## src/rtl/barrel_shift_arb.sv

```systemverilog
// barrel_shift_arb: round-robin arbiter sharing one 8-bit barrel shifter
// between NREQ requesters. One command accepted per cycle; the shifted
// result is registered and returned with the issuing requester's ID.
//
// Ports:
//   clk          clock
//   rst          synchronous active-high reset
//   req_valid_i  per-requester command valid
//   req_ready_o  per-requester accept (one-hot or zero, combinational)
//   req_data_i   packed operands, requester i at [i*N +: N]
//   req_shift_i  packed shift amounts, requester i at [i*3 +: 3]
//   req_op_i     packed op codes: 0 SRL, 1 SRA, 2 SLL, 3 ROR, 4 ROL, 5..7 illegal
//   rsp_valid_o  response valid
//   rsp_ready_i  response consumer ready
//   rsp_data_o   shifted result
//   rsp_id_o     requester index of the response
//   rsp_err_o    illegal op code flag
module barrel_shift_arb #(
    parameter int unsigned N    = 8,
    parameter int unsigned NREQ = 4,
    localparam int unsigned IDW = $clog2(NREQ)
) (
    input  logic                clk,
    input  logic                rst,
    input  logic [NREQ-1:0]     req_valid_i,
    output logic [NREQ-1:0]     req_ready_o,
    input  logic [NREQ*N-1:0]   req_data_i,
    input  logic [NREQ*3-1:0]   req_shift_i,
    input  logic [NREQ*3-1:0]   req_op_i,
    output logic                rsp_valid_o,
    input  logic                rsp_ready_i,
    output logic [N-1:0]        rsp_data_o,
    output logic [IDW-1:0]      rsp_id_o,
    output logic                rsp_err_o
);

    localparam int unsigned SHW = 3;

    // One barrel-shifter stage by a fixed power-of-two amount.
    function automatic logic [N-1:0] shift_stage(input logic [N-1:0] d,
                                                 input logic [2:0]   op,
                                                 input int unsigned  amt);
        logic [N-1:0] r;
        case (op)
            3'd0:    r = d >> amt;
            3'd1:    r = N'($signed(d) >>> amt);
            3'd2:    r = d << amt;
            3'd3:    r = (d >> amt) | (d << (N - amt));
            3'd4:    r = (d << amt) | (d >> (N - amt));
            default: r = d;  // illegal ops pass the operand through
        endcase
        return r;
    endfunction

    // Log shifter: stages of 1, 2 and 4 selected by the shift-amount bits.
    function automatic logic [N-1:0] barrel_shift(input logic [N-1:0]   d,
                                                  input logic [SHW-1:0] sh,
                                                  input logic [2:0]     op);
        logic [N-1:0] v;
        v = d;
        for (int unsigned k = 0; k < SHW; k++) begin
            if (sh[k]) v = shift_stage(v, op, 32'd1 << k);
        end
        return v;
    endfunction

    logic [IDW-1:0] rr_ptr_q, rr_ptr_d;
    logic           rsp_valid_q;
    logic [N-1:0]   rsp_data_q, rsp_data_d;
    logic [IDW-1:0] rsp_id_q;
    logic           rsp_err_q, rsp_err_d;

    logic           found;
    logic [IDW-1:0] gnt_idx;
    logic           slot_free;
    logic           accept;
    logic [N-1:0]   sel_data;
    logic [SHW-1:0] sel_shift;
    logic [2:0]     sel_op;

    // Round-robin search starting at rr_ptr, wrapping at NREQ-1.
    always_comb begin
        found   = 1'b0;
        gnt_idx = '0;
        for (int unsigned i = 0; i < NREQ; i++) begin
            int unsigned idx;
            idx = (32'(rr_ptr_q) + i) % NREQ;
            if (!found && req_valid_i[idx]) begin
                found   = 1'b1;
                gnt_idx = IDW'(idx);
            end
        end
    end

    // The output register is the only storage: free when empty or draining.
    assign slot_free = !rsp_valid_q || rsp_ready_i;
    assign accept    = found && slot_free && !rst;

    always_comb begin
        req_ready_o = '0;
        if (accept) req_ready_o[gnt_idx] = 1'b1;
    end

    // Datapath mux from the granted requester into the shared shifter.
    always_comb begin
        sel_data   = req_data_i[32'(gnt_idx)*N +: N];
        sel_shift  = req_shift_i[32'(gnt_idx)*SHW +: SHW];
        sel_op     = req_op_i[32'(gnt_idx)*3 +: 3];
        rsp_data_d = barrel_shift(sel_data, sel_shift, sel_op);
        rsp_err_d  = (sel_op >= 3'd5);
        rr_ptr_d   = IDW'((32'(gnt_idx) + 32'd1) % NREQ);
    end

    // Response register and round-robin pointer.
    always_ff @(posedge clk) begin
        if (rst) begin
            rsp_valid_q <= 1'b0;
            rsp_data_q  <= '0;
            rsp_id_q    <= '0;
            rsp_err_q   <= 1'b0;
            rr_ptr_q    <= '0;
        end else if (accept) begin
            rsp_valid_q <= 1'b1;
            rsp_data_q  <= rsp_data_d;
            rsp_id_q    <= gnt_idx;
            rsp_err_q   <= rsp_err_d;
            rr_ptr_q    <= rr_ptr_d;
        end else if (rsp_ready_i) begin
            rsp_valid_q <= 1'b0;
        end
    end

    assign rsp_valid_o = rsp_valid_q;
    assign rsp_data_o  = rsp_data_q;
    assign rsp_id_o    = rsp_id_q;
    assign rsp_err_o   = rsp_err_q;

endmodule

```

## config.mk

```make
export PLATFORM = sky130hd
export DESIGN_NAME = barrel_shift_arb
export DESIGN_NICKNAME = d
export VERILOG_FILES = /design/src/rtl/barrel_shift_arb.sv
export SDC_FILE = /design/constraint.sdc
export NUM_CORES = 1
export LEC_CHECK = 0
export ABC_AREA = 1
export BUFFER_PORTS_ARGS = -buffer_cell sky130_fd_sc_hd__buf_4
export CAP_MARGIN = 10
export CORE_MARGIN = 1.5
export CORE_UTILIZATION = 45
export CTS_BUF_LIST = sky130_fd_sc_hd__clkbuf_4 sky130_fd_sc_hd__clkbuf_8 sky130_fd_sc_hd__clkbuf_16
export DETAILED_ROUTE_END_ITERATION = 10
export PLACE_DENSITY = 0.79
export SETUP_SLACK_MARGIN = 0.15
export SYNTH_ARGS = -nofsm -noshare
export SYNTH_HDL_FRONTEND = slang
export SYNTH_SLANG_ARGS = --single-unit
```

## constraint.sdc

```tcl
create_clock -name clk -period 2.6 [get_ports clk]
set_clock_uncertainty 0.2 [all_clocks]
set_input_delay 0.52 -clock clk [delete_from_list [all_inputs] [get_ports clk]]
set_output_delay 0.52 -clock clk [all_outputs]
set_load 0.1 [all_outputs]
```

* After elaboration in Yosys (flattened, before gate mapping)
Cells that the tools add are included.
Operators by class: bitwise logic cells 5, $lt $le $gt $ge 7, multiplexer cells 27, reductions and logical operators 15, eq/ne operators 4, add/subtract/negate cells 4, shifts and indexed selects 3, multiply operators 1
Operators with widths (count):
- $pmux W8 S5 | 2
- $pmux W8 S4 | 1
- $shiftx A32 B6 Y8 | 1
- $mux W8 | 3
- $shiftx A12 B5 Y3 | 2
- $lt A2 B3 Y1 const B | 5
- $mux W1 | 11
- $bmux W1 S2 | 4
- $mux W2 | 4
- $or A6 B8 Y8 | 1
- $or A7 B8 Y8 | 1
- $or A8 B1 Y8 | 1
- $or A8 B2 Y8 | 1
- $or A8 B4 Y8 | 1
- $eq A3 B2 Y1 const B | 2
- $logic_and A1 B1 Y1 | 6
- $logic_not A1 Y1 | 5
- $add A2 B1 Y2 const B | 2
- $add A2 B2 Y2 const B | 2
- $mul A2 B2 Y4 const B | 1
- $mux W4 | 1
- $eq A3 B1 Y1 const B | 1
- $eq A3 B3 Y1 const B | 1
- $ge A3 B3 Y1 const B | 1
- other kinds (6) | 6
Storage, ports and cells: bits in registers 14, word-level logic and storage cells 71, output and inout bits 16

* Longest topological paths before layout
depth in word-level cells 23, mapped depth 25, mapped depth without buffers 24

* Worst setup path before layout
Ideal clock, no wire load.
path type input port to output port, start point in req_valid_i[2], end point out req_ready_o[0], buffers on the path 3, path slack -1.086 ns, stages 13, data arrival time 2.966 ns, path through inv_1 -> nand2_1 -> nand3_2 -> nand2_2 -> inv_1 -> nand3_2 -> nand3_2 -> buf_6 -> buf_6 -> buf_4 -> ha_1 -> inv_1 -> nor2_1
On the way: word-level cells in the longest chain between the ends 17, elaborated cells on any way between the ends 30, classes of those cells order compare: 2; mux: 19; reduce/logical: 9
RTL lines:
- start: declaration | RTL line 25 | input logic [NREQ-1:0] req_valid_i,
- $bmux W1 S2 | RTL line 88 | if (!found && req_valid_i[idx]) begin
- $mux W1 (implied by the code) | RTL line 88
- $mux W1 | RTL line 88
- $logic_not A1 Y1 | RTL line 88
- $logic_and A1 B1 Y1 | RTL line 88
- $mux W1 | RTL line 88
- $logic_not A1 Y1 | RTL line 88
- $logic_and A1 B1 Y1 | RTL line 88
- $mux W1 | RTL line 88
- $logic_not A1 Y1 | RTL line 88
- $logic_and A1 B1 Y1 | RTL line 88
- $mux W2 | RTL line 88
- $lt A2 B3 Y1 (implied by the code) or $ge A2 B1 Y1 (tied branches) | RTL line 101 | if (accept) req_ready_o[gnt_idx] = 1'b1;
- $logic_and A1 B1 Y1 (implied by the code) | RTL line 101
- $mux W1 (implied by the code) | RTL line 101
- $demux W1 S2 | RTL line 101
- $mux W4 * | RTL line 101
- end: declaration | RTL line 26 | output logic [NREQ-1:0] req_ready_o,
Every way passes the cells marked *; elsewhere a longest branch is shown, timed or not. The select of a mux whose other input is x is not followed.

* Worst setup path after layout
start point reg rr_ptr_q[0], end point reg rsp_data_q[5] (netlist: rsp_data_o[5])
On the way: word-level cells in the longest chain between the ends 23, elaborated cells on any way between the ends 48, classes of those cells add/sub: 3; mul: 1; eq/ne: 4; shift: 3; mux: 22; bitwise: 5; reduce/logical: 10
RTL lines:
- start: declaration | RTL line 67 | logic [IDW-1:0] rr_ptr_q, rr_ptr_d;
- start signal: assignment | RTL line 127 | rr_ptr_q <= rr_ptr_d;
- branches (longest 23 deep; another with $mul A2 B2 Y4)
- end signal: assignment | RTL line 124 | rsp_data_q <= rsp_data_d;
- end: declaration | RTL line 69 | logic [N-1:0] rsp_data_q, rsp_data_d;
Several ways; the timed one is not identified. The select of a mux whose other input is x is not followed. A chain may end at the register's enable or synchronous reset.

==> impl_results.md <==
- Unrepaired setup endpoints after global routing: yes
- I/O Pins: between 70 and 80
- CTS tree: done
- Synth unique cells: 28
- Die Footprint: between 0.005 and 0.006 mm2
- Most common cell on crit path: nand2_1
- Max capacitance violation total: 0
- GP Congestion: 0.917
- # port buffers: 78
- Clk slew on worst S/H paths: 0.06 ns
- Syn Area/Cell: ~5.7 um2
- First-pass detailed-route iteration total: 5
- Slowest cell delay on critical path: about 0.37 ns
- Register bit total from synthesis: 14
- Hold Fails Final Rpt: 0
- WS Path Type: reg2reg
- Via count: between 3,000 and 4,000
- Share of cells above drive strength 1: between 60% and 70%
- Remaining antenna violation count: 0
- Run status: complete, but fails checks
- Total grt overflow: 0
- Mapped Area: roughly 0.0022 mm2
- Worst path cell trace: inv_6 -> nand2_2 -> nand3_4 -> nand2_2 -> nor2_4 -> nand3_4 -> nand3_4 -> buf_12 -> inv_8 -> buf_6 -> buf_6 -> o211ai_1 -> nand2_1 -> nand2_1 -> nand3_2 -> nand2_1 -> nand2_1 -> nand2_1 -> nand2_1 -> nand3_1 -> a21oi_1
- Fin area: 0.00418 mm2
- GRT Util Overall: 30.1%
- Inserted Clock Buffers: 3
- Min Tclk post-route: around 3.2 ns
- Antenna violations before repair: 0
- Worst-Margin Slew: 0.524 ns
- Nature of the critical path endpoint: flip-flop
- Crit path required time: between 2 and 3 ns
- Core ar.: ~0.0047 mm2
- Hold Buf Count CTS: 0
- Instance count along the most critical hold path: 2
- DRC Markers: 0
- Post-synth net total: 454
- Startpoint types: flip-flop
- Post-synthesis sequential area ratio: around an eighth
- Largest net degree at the start of global routing: 11
- Max-slew violation count: 0
- CTS Sinks: 14
- Wirelength, routed: roughly 11,000 um
- Final setup viols: 12
- Die Y: between 70 and 80 um
- Initial Util: 46.6%
- Dpl ws: -0.515 ns
- Placed Area: 0.00327 mm2
- Fill count: 230
- Detailed Place HPWL: 5610 um
- First-pass GRT wire length: between 10,000 and 15,000 um
- DIE WIDTH: 72.9 um
- Dpl cells: between 500 and 600
- 1st-iter DRT viols: ~270
- Fin cells: about 600
- Clock Tree Root: clkbuf_8
- H-Tree Depth: 1
- Critical path arrival: approximately 3.1 ns
- CTS max path bufs: 2
- Syn Inst Count: roughly 390
- Final worst slack: -0.581 ns
- Final net count: between 600 and 700
- Row cnt: 25
- Violated checks: setup timing
- Tcrit/Tclk final: 122%
- Relative slew slack: 64.8%
- Diode count: 0
- Via-per-instance ratio: 5.75
- R2R cell count: 21
- Fmax: 0.314 GHz
- Core Util, Final: about nine tenths
- CP max-delay cell: dfxtp_4
- Area grow syn2layout: 90.0%
- Ys Warns: 0
- Routed WL per cell: around 18 um
- Worst skew pair latency: 0.25 ns
- Vias in the first global route: roughly 3,000
- Worst Hold Class: reg2reg
- Crit Path Max Fanout: 9
[state kept, by name, summed over array words and instances (netlist names)]
signal,flops
rsp_valid_o,1
rsp_err_o,1
rsp_data_o,8
rr_ptr_q,2
rsp_id_o,2
[worst max-delay path: cells and delay by family, from the launching register on]
kind                   cells  cell delay [ns]
AO/OA/AOI/OAI              2             0.35
buffers and inverters      5             0.54
flip-flops                 1             0.37
AND/OR/NAND/NOR           14             1.60
[layout by cell type (no fill, tap or decap), drive strengths merged, types with 4 or more instances in the layout]
cell / instances
a21oi: 16
buf: 156
clkbuf: 4
dfxtp: 14
ha: 4
inv: 44
nand2: 154
nand3: 90
nand4: 8
nor2: 13
o211ai: 6
o21ai: 15
or2: 6
[routing by layer]
metal	GRT usage [%]	vias up	share of wire (%)
li1	-	1571	-
met1	33.9	1597	36
met4	9.64	0	5.3
met2	58.9	225	51
met5	0	-	0
met3	2.35	70	7.1
[Yosys cell counts]
| master | instances | area, um2 |
|---|---|---|
| a21oi_1 | 16 | 80.1 |
| ha_1 | 4 | 50.1 |
| buf_6 | 6 | 67.6 |
| nor2_2 | 1 | 6.26 |
| nand4_1 | 8 | 50.1 |
| dfxtp_1 | 14 | 280 |
| o21ai_2 | 1 | 8.76 |
| buf_4 | 3 | 22.5 |
| a32o_1 | 1 | 10.0 |
| a21o_1 | 1 | 7.51 |
| clkbuf_1 | 2 | 7.51 |
| nor2_4 | 2 | 22.5 |
| clkinv_1 | 2 | 7.51 |
| nand2_4 | 4 | 45.0 |
| o21ai_0 | 13 | 65.1 |
| buf_2 | 2 | 10.0 |
| nand3_2 | 18 | 180 |
| nand2_2 | 22 | 138 |
| inv_4 | 2 | 12.5 |
| o211ai_1 | 6 | 45.0 |
| or2_2 | 6 | 37.5 |
| nand2_1 | 127 | 477 |
| o21ai_1 | 1 | 5.00 |
| nand3_1 | 72 | 360 |
| inv_2 | 4 | 15.0 |
| a31o_1 | 1 | 8.76 |
| inv_1 | 38 | 143 |
| nor2_1 | 10 | 37.5 |
[worst paths after layout]
check / from / to / slack (ns)
setup / recovery: rr_ptr_q[0] / rsp_data_o[5] / -0.58
setup reg to reg: rr_ptr_q[0] / rsp_data_o[5] / -0.58
hold / removal: rsp_data_o[4] / rsp_data_o[4] / 0.28
hold reg to reg: rsp_data_o[4] / rsp_data_o[4] / 0.28
[metrics by stage]
stage                     TNS [ns]  hold WS [ns]
after global routing         -8.59         0.285
final                        -6.35         0.283
after global placement       -4.38         0.252
after detailed placement     -4.98         0.255
after floorplan              -1.20         0.349
after CTS                    -3.18         0.264
[layout make-up]
type / instances / area, um2 / area share (%)
Timing Repair Buffer: 156 / 1340 / 32.0
Tap cell: 67 / 83.8 / 2.01
Sequential cell: 14 / 289 / 6.92
Multi-Input combinational cell: 315 / 2190 / 52.5
Clock buffer: 4 / 55.1 / 1.32
Inverter: 46 / 219 / 5.24
[logic make-up after synthesis]
kind of cell	count (synthesis)	share of synthesized area (%)
fa+ha+maj	4	2.28
compound gates	40	10.5
simple gates	270	61.5
buf+inv	59	13.0
flops	14	12.7
[repair_timing]
action | CTS | global route
pin swaps | 27 | 53
gates resized for setup | 56 | 95
gates cloned | 2 | 0
setup buffers | 14 | 16
endpoints found under the setup margin | 12 | 13
Power is not shown: default switching activity piles up to over one toggle a cycle in this logic, so the estimate is an artifact.
